<file path="src/rtl/riscv_pkg.sv">
// riscv_pkg: opcode/funct constants and ALU op enum
// shared by risc_v_cpu and riscv_alu
package riscv_pkg;

  localparam logic [6:0] OPC_OP    = 7'b0110011;
  localparam logic [6:0] OPC_OPIMM = 7'b0010011;
  localparam logic [6:0] OPC_LOAD  = 7'b0000011;
  localparam logic [6:0] OPC_STORE = 7'b0100011;

  localparam logic [2:0] F3_ADD  = 3'b000;
  localparam logic [2:0] F3_SLL  = 3'b001;
  localparam logic [2:0] F3_SLT  = 3'b010;
  localparam logic [2:0] F3_SLTU = 3'b011;
  localparam logic [2:0] F3_XOR  = 3'b100;
  localparam logic [2:0] F3_SR   = 3'b101;
  localparam logic [2:0] F3_OR   = 3'b110;
  localparam logic [2:0] F3_AND  = 3'b111;
  localparam logic [2:0] F3_W    = 3'b010;

  localparam logic [6:0] F7_BASE = 7'b0000000;
  localparam logic [6:0] F7_ALT  = 7'b0100000;

  typedef enum logic [3:0] {
    ALU_ADD, ALU_SUB, ALU_SLL, ALU_SLT, ALU_SLTU,
    ALU_XOR, ALU_SRL, ALU_SRA, ALU_OR, ALU_AND
  } alu_op_e;

  // alt selects SUB for funct3 000 and SRA for funct3 101
  function automatic alu_op_e f3_alu(input logic [2:0] f3,
                                     input logic alt);
    alu_op_e op;
    unique case (f3)
      F3_ADD:  op = alt ? ALU_SUB : ALU_ADD;
      F3_SLL:  op = ALU_SLL;
      F3_SLT:  op = ALU_SLT;
      F3_SLTU: op = ALU_SLTU;
      F3_XOR:  op = ALU_XOR;
      F3_SR:   op = alt ? ALU_SRA : ALU_SRL;
      F3_OR:   op = ALU_OR;
      default: op = ALU_AND;
    endcase
    return op;
  endfunction

endpackage

</file>
<file path="src/rtl/riscv_alu.sv">
// riscv_alu: combinational 32-bit ALU
// shifts use the low 5 bits of b_i
import riscv_pkg::*;

module riscv_alu (
  input  logic [31:0] a_i,
  input  logic [31:0] b_i,
  input  alu_op_e     op_i,
  output logic [31:0] y_o
);

  // one result per operation, wrap-around arithmetic
  always_comb begin
    y_o = '0;
    unique case (op_i)
      ALU_ADD:  y_o = a_i + b_i;
      ALU_SUB:  y_o = a_i - b_i;
      ALU_SLL:  y_o = a_i << b_i[4:0];
      ALU_SLT:  y_o = {31'b0, $signed(a_i) < $signed(b_i)};
      ALU_SLTU: y_o = {31'b0, a_i < b_i};
      ALU_XOR:  y_o = a_i ^ b_i;
      ALU_SRL:  y_o = a_i >> b_i[4:0];
      ALU_SRA:  y_o = 32'($signed(a_i) >>> b_i[4:0]);
      ALU_OR:   y_o = a_i | b_i;
      ALU_AND:  y_o = a_i & b_i;
      default:  y_o = '0;
    endcase
  end

endmodule

</file>
<file path="src/rtl/risc_v_cpu.sv">
// risc_v_cpu: byte-serial RV32I ALU subset, one instr per 4 clocks
// RISCV_LOAD_STORE_EN adds LW/SW and a 32-word data memory
import riscv_pkg::*;

module risc_v_cpu (
  input  logic       sys_clk,
  input  logic       sys_reset,
  input  logic [7:0] instr_i,
  input  logic       DataOrReg,
  input  logic [4:0] address,
  input  logic [1:0] vout_addr,
  output logic [7:0] value_o
);

  logic [1:0]  cnt_q, cnt_d;
  logic [23:0] hold_q, hold_d;
  logic [31:0] rf_q [32];

  logic [31:0] instr, rs1_v, rs2_v, imm_i;
  logic [31:0] op_b, alu_y, wb_data, rd_word;
  logic [6:0]  opc, f7;
  logic [4:0]  rd, rs1, rs2;
  logic [2:0]  f3;
  logic        exec, wr_en;
  alu_op_e     alu_op;

`ifdef RISCV_LOAD_STORE_EN
  logic [31:0] dm_q [32];
  logic [4:0]  dm_idx;
  logic        is_load, is_store;
`endif

  // byte position and big-endian shift of the first 3 bytes
  always_comb begin
    cnt_d  = cnt_q + 2'd1;
    hold_d = {hold_q[15:0], instr_i};
  end

  // byte assembly state
  always_ff @(posedge sys_clk) begin
    if (sys_reset) begin
      cnt_q  <= '0;
      hold_q <= '0;
    end else begin
      cnt_q  <= cnt_d;
      hold_q <= hold_d;
    end
  end

  assign exec  = (cnt_q == 2'd3);
  assign instr = {hold_q, instr_i};
  assign opc   = instr[6:0];
  assign rd    = instr[11:7];
  assign f3    = instr[14:12];
  assign rs1   = instr[19:15];
  assign rs2   = instr[24:20];
  assign f7    = instr[31:25];
  assign imm_i = {{20{instr[31]}}, instr[31:20]};
  assign rs1_v = rf_q[rs1];
  assign rs2_v = rf_q[rs2];

  // decode: ALU op, operand b, write enable
  always_comb begin
    alu_op = ALU_ADD;
    op_b   = rs2_v;
    wr_en  = 1'b0;
`ifdef RISCV_LOAD_STORE_EN
    is_load  = 1'b0;
    is_store = 1'b0;
`endif
    unique case (opc)
      OPC_OP: begin
        alu_op = f3_alu(f3, f7 == F7_ALT);
        wr_en  = (f7 == F7_BASE) ||
                 ((f7 == F7_ALT) &&
                  (f3 == F3_ADD || f3 == F3_SR));
      end
      OPC_OPIMM: begin
        op_b   = imm_i;
        alu_op = f3_alu(f3, (f3 == F3_SR) && instr[30]);
        wr_en  = 1'b1;
      end
`ifdef RISCV_LOAD_STORE_EN
      OPC_LOAD: begin
        is_load = (f3 == F3_W);
        wr_en   = (f3 == F3_W);
      end
      OPC_STORE: is_store = (f3 == F3_W);
`endif
      default: ;
    endcase
  end

  riscv_alu u_alu (
    .a_i  (rs1_v),
    .b_i  (op_b),
    .op_i (alu_op),
    .y_o  (alu_y)
  );

`ifdef RISCV_LOAD_STORE_EN
  // word index only needs the low 7 bits of rs1 + imm
  always_comb begin
    if (is_store)
      dm_idx = 5'((rs1_v[6:0] +
                   {instr[26:25], instr[11:7]}) >> 2);
    else
      dm_idx = 5'((rs1_v[6:0] + instr[26:20]) >> 2);
  end

  assign wb_data = is_load ? dm_q[dm_idx] : alu_y;

  // data memory: cleared on reset, SW writes on executing edge
  always_ff @(posedge sys_clk) begin
    if (sys_reset) begin
      for (int i = 0; i < 32; i++) dm_q[i] <= '0;
    end else if (exec && is_store) begin
      dm_q[dm_idx] <= rs2_v;
    end
  end
`else
  assign wb_data = alu_y;
`endif

  // register file: x0 is never written so it stays zero
  always_ff @(posedge sys_clk) begin
    if (sys_reset) begin
      for (int i = 0; i < 32; i++) rf_q[i] <= '0;
    end else if (exec && wr_en && rd != 5'd0) begin
      rf_q[rd] <= wb_data;
    end
  end

  // readout mux: pick word, then byte
  always_comb begin
`ifdef RISCV_LOAD_STORE_EN
    rd_word = DataOrReg ? rf_q[address] : dm_q[address];
`else
    rd_word = DataOrReg ? rf_q[address] : 32'd0;
`endif
    value_o = rd_word[{vout_addr, 3'b000} +: 8];
  end

endmodule

</file>
<file path="config.mk">
export PLATFORM = sky130hd
export DESIGN_NAME = risc_v_cpu
export DESIGN_NICKNAME = d
export VERILOG_FILES = /design/src/rtl/riscv_pkg.sv /design/src/rtl/riscv_alu.sv /design/src/rtl/risc_v_cpu.sv
export SDC_FILE = /design/constraint.sdc
export NUM_CORES = 2
export LEC_CHECK = 0
export BUFFER_PORTS_ARGS = -buffer_cell sky130_fd_sc_hd__buf_2
export CAP_MARGIN = 20
export CORE_UTILIZATION = 41
export DETAILED_ROUTE_END_ITERATION = 7
export MAX_ROUTING_LAYER = met4
export PLACE_DENSITY_LB_ADDON = 0.15
export SYNTH_ARGS = -nofsm -noshare
export SYNTH_HDL_FRONTEND = slang
export SYNTH_SLANG_ARGS = --single-unit
export TNS_END_PERCENT = 30
</file>
<file path="constraint.sdc">
create_clock -name sys_clk -period 7 [get_ports sys_clk]
set_input_delay 0.35 -clock sys_clk [delete_from_list [all_inputs] [get_ports sys_clk]]
set_output_delay 0.35 -clock sys_clk [all_outputs]
set_load 0.01 [all_outputs]
</file>
== Yosys cells after proc, flatten, opt, wreduce, memory -nomap -nowiden ==
Memories as Yosys holds them, arrays and structs flattened. A register that Yosys moved wholly into a read port is not among the register bits.
Cells that the tools add are included.
Word-level totals
  register bits: 26
  RAM bits: 1024
  output and inout port bits: 8
  memories: 1
Operators by class
  add/subtract/negate cells: 3
  $lt $le $gt $ge: 2
  equal/unequal tests: 19
  shift-type cells: 4
  multiplexer cells: 21
  bitwise logic cells: 3
  reductions and logical operators: 11
Memory list
  rf_q: depth 32, width 32, rd ports 3, clocked after Yosys merged registers in 2, write ports 32, line risc_v_cpu.sv:17  | logic [31:0] rf_q [32];
Operators by type and width (count)
  one-hot mux 32 bit (10 select lines): 1
  2-to-1 mux 32 bit: 3
  less-than comparator 32 bit: 2
  one-hot mux 4 bit (7 select lines): 2
  adder 32 bit: 1
  bitwise AND 32 bit: 1
  OR 32 bit: 1
  OR reduction 32 bit: 1
  variable part select 32 x 6 -> 8 bit: 1
  left shift 32 x 5 -> 32 bit: 1
  >> shifter 32 x 5 -> 32 bit: 1
  >>> shifter 32 x 5 -> 32 bit: 1
  subtractor 32 bit: 1
  bitwise XOR 32 bit: 1
  == test 4 x 3 -> 1 bit (second input constant): 4
  2-to-1 mux 5 bit: 3
  == test 7 x 6 -> 1 bit (second input constant): 2
  2-to-1 mux 1 bit: 10
  == test 3 bit (second input constant): 3
  == test 4 x 2 -> 1 bit (second input constant): 2
  == test 4 bit (second input constant): 2
  one-hot mux 4 bit (2 select lines): 1
  == test 7 x 5 -> 1 bit (second input constant): 1
  zero test 7 bit: 1
  11 further kinds: 16

== Depth between registers and ports, before layout ==
  depth in word-level cells: 12
  gate-level depth with buffers: 28
  depth with buffers taken out: 19

== Modules after synthesis ==
Synthesis repeated with hierarchy kept, for this count alone.
Unflattened totals
  cell total of the unflattened synthesis: 5200
  area, all modules: 70845.4 um^2
Modules (own cells, without submodules)
  risc_v_cpu: times used 1, cells an instance 3913, area an instance 62781.5 um^2, seq. area each 31270.0 um^2
  riscv_alu: times used 1, cells an instance 1287, area an instance 8064.0 um^2, seq. area each 0.0 um^2

== Least setup slack after synthesis ==
Ideal clock, no wire load.
  path type: flip-flop to flip-flop
  from: reg hold_q[12]
  to: mem rf_q[11][24] (data pin)
  library setup time: 0.259 ns
  arrival: 6.405 ns
  required time: 6.741 ns
  path slack: 0.335 ns
  cell stages (with the launch flop): 26
  path buffers: 9
  period minus slack after synthesis: 6.665 ns
  cell sequence: dfxtp_1 -> buf_6 -> buf_6 -> buf_6 -> buf_4 -> clkbuf_1 -> buf_1 -> buf_1 -> mux4_2 -> mux4_2 -> nand2_1 -> a31o_2 -> ha_1 -> clkbuf_1 -> inv_1 -> a21oi_1 -> nor2_1 -> a211oi_1 -> o31ai_1 -> a2111o_1 -> a311oi_1 -> mux2i_1 -> a21o_1 -> or4_1 -> clkbuf_1 -> nor2b_1
RTL lines
  from (decl): line risc_v_cpu.sv:16  | logic [23:0] hold_q, hold_d;
  from (signal assigned): line risc_v_cpu.sv:46  | hold_q <= hold_d;
  to (decl): line risc_v_cpu.sv:17

==> run summary <==
Final setup viols: 0
Req. time, crit path: 7.47 ns
Drt first-iter violations: 8940
Main flop type after synthesis: edfxtp_1
H-tree levels: 3
Type of the setup path with the least slack: flip-flop to flip-flop
Relative slew slack: 15.47%
Most area-consuming cells after synthesis: edfxtp_1, mux4_2, nor2_1, ha_1, mux2i_1
Power after layout: 19780 uW
Overall global routing resource usage: 38.32%
Hold-critical path depth: 2
CTS buffer count: 119
Startpoint Class: flip-flop
Worst Path Arrival: 7.36 ns
Share of flip-flops with an asynchronous set or reset after synthesis: 0%
Net count of the finished layout: 5238
Routed WL: 325300 um
Via count of the first global-routing pass: 51115
Setup TNS: 0 ns
Setup slack, reg-to-reg: 0.11 ns
Final Max Tran Viols: 0
Worst ir drop on vdd: 0.2246 mV
Class of the tightest hold or removal check: primary input to flip-flop
Sequential area share after synthesis: 44.41%
Skew final: 0.08480 ns
Count of final hold-check violations: 0
Area share of the leading cell type in the synthesized netlist: 43.67%
Height of the die: 416.4 um
Root buf cell: clkbuf_16
Pin count of the biggest net entering global routing: 64
Critical path fanouts, max: 31
Antenna-violating nets left: 0
Hold path startpoint: sys_reset
#FFs+latches synth: 1050
Post-Synthesis Cells: 5169
P&R area growth vs syn: 11.67%
Die extent in x: 416.4 um
CORE AREA: 0.1700 mm2
First-pass detailed-route iteration total: 8
DPL Wire Length: 204900 um
Clock tree from TritonCTS: built
Die Area: 0.1734 mm2
Depth of the worst register-to-register path: 20
Max-cap violations: 0
Clock slew at the register clock pins of the worst setup and hold paths: 0.06 ns
Transition at the pin with the smallest max-transition slack: 1.268 ns
Clk Latency, worst-skew pair: 0.81 ns
Final period utilization: 98.40%
Post-synthesis area per instance: 13.62 um2
Most common library cells after synthesis: edfxtp_1, nor2_1, mux4_2
Via count: 53401
Minimum clock period after layout: 6.888 ns
Status: complete, no violations
Global route overflow: 0
Post-synth EDFFs: 1024
Final-layout worst hold slack: 0.04928 ns
Routability Congestion: 1.034
Number of warning messages in the yosys log: 0
Count of input and output buffers: 25
Post-route insts no fill: 7439
Leakage power total: 0.02679 uW
Sink count of the clock tree: 1050
Number of vias per cell after detailed routing: 7.179
Netlist area before placement: 0.07041 mm2
DRC: 0
Site row count: 151
Number of unique standard cell types used by synthesis: 100
Boundary Pins: 26
Initial core utilization: 41.41%
Most instantiated library cell after synthesis: edfxtp_1
Wire length of the first global-routing pass: 437700 um
Hold path endpoint: cnt_q[0]$_SDFF_PP0_
RR Startpoint: hold_q[12]$_SDFF_PP0_
Post-CTS setup repair buffer count: 0
Power per cell area: 251.5 mW/mm2
Routed wire length per instance: 43.72 um
Share of cells above drive strength 1: 33.49%
Worst reg2reg path endpoint: rf_q[11][20]$_SDFFCE_PN0P_
Maximum clock insertion buffer count: 3
Number of instances in the placed design: 7210
Number of antenna violations at the first check in global routing: 9
Nature of the critical path endpoint: flip-flop
Synth area leader: edfxtp_1
FMAX: 145.2 MHz
-- state kept, by name, summed over array words and instances (netlist names) --
name,cells
hold_q,24
cnt_q,2
rf_q,1024
-- power by group --
group,internal (uW),switching (uW)
clock network,3560,2750
logic,2130,4020
registers,7110,200
total,12800,6970
-- layout make-up --
class	count	area (um2)
sequential	1050	31310
inverter	99	371.6
fill	15023	91420
timing repair buffer	348	3353
multi-input combinational	3502	37000
clock buffer	152	3144
clock inverter	66	663.1
antenna	4	10.01
tap	2218	2775
-- metrics by stage --
step | area, um2 | util (%) | setup WS, ns
6_report | 78620 | 46.24 | 0.1120
4_1_cts | 78590 | 46.22 | 0.06901
5_1_grt | 78620 | 46.23 | -0.0009308
2_1_floorplan | 70520 | - | 0.3354
3_3_place_gp | 74680 | 43.92 | -0.2037
3_5_place_dp | 74710 | 43.94 | -0.1994
-- repair_timing --
item | 4_1_cts | 5_1_grt
endpoints found under the setup margin | 186 | 187
pin swaps | 0 | 0
hold endpoints to repair | 7 | 0
hold buffers | 7 | 0
resized for setup | 1 | 3
-- critical path: stages, from the launching register on --
cell and delay, ns:
dfxtp_4 0.58, buf_12 0.24, buf_12 0.16, mux4_2 0.50, mux4_2 0.52, mux2i_4 0.42
buf_4 0.20, o21a_1 0.34, inv_1 0.08, ha_1 0.28, a21oi_1 0.22, o31ai_1 0.10
a211oi_1 0.28, o31ai_1 0.20, a2111o_1 0.56, a41o_1 0.29, o211ai_1 0.47, nand4b_1 0.27
nor3_2 0.48, buf_12 0.26, nor2_1 0.07
-- kinds of logic after synthesis --
logic type,share of synthesized area (%)
simple gates,9.580
flops,44.41
xor+xnor,0.1990
other cells,0.005326
compound gates,6.563
fa+ha+maj,1.798
buf+inv,4.189
mux,33.25
-- routing by layer --
metal  global-route usage [%]  up-vias  wire length (um)
met2                    56.29     4254            145400
met1                    49.00    27870            118100
met5                        -        -                 0
met4                    21.16        0             22070
met3                    9.084      955             39680
li1                         -    20322                 -
-- worst max-delay path by stage --
stage                           from                         end  slack, ns  cells past startpoint
2_1_floorplan  hold_q[12]$_SDFF_PP0_  rf_q[11][24]$_SDFFCE_PN0P_       0.34                     25
3_3_place_gp   hold_q[12]$_SDFF_PP0_   rf_q[9][20]$_SDFFCE_PN0P_      -0.20                     20
3_5_place_dp   hold_q[12]$_SDFF_PP0_   rf_q[9][20]$_SDFFCE_PN0P_      -0.20                     20
4_1_cts        hold_q[12]$_SDFF_PP0_  rf_q[19][20]$_SDFFCE_PN0P_       0.07                     20
5_1_grt        hold_q[12]$_SDFF_PP0_  rf_q[31][24]$_SDFFCE_PN0P_    -0.0009                     20
6_report       hold_q[12]$_SDFF_PP0_  rf_q[11][20]$_SDFFCE_PN0P_       0.11                     20
-- cell usage in the layout (no fill, tap or decap), drive strengths merged, types with 82 or more instances in the layout --
master / instances
inv: 101
nor2b: 82
nand2: 179
mux2i: 115
buf: 341
o21ai: 119
edfxtp: 1024
mux4: 958
nor2: 1056
a21oi: 193
ha: 98
clkbuf: 152
No activity file was read; power rests on OpenSTA's default activity.
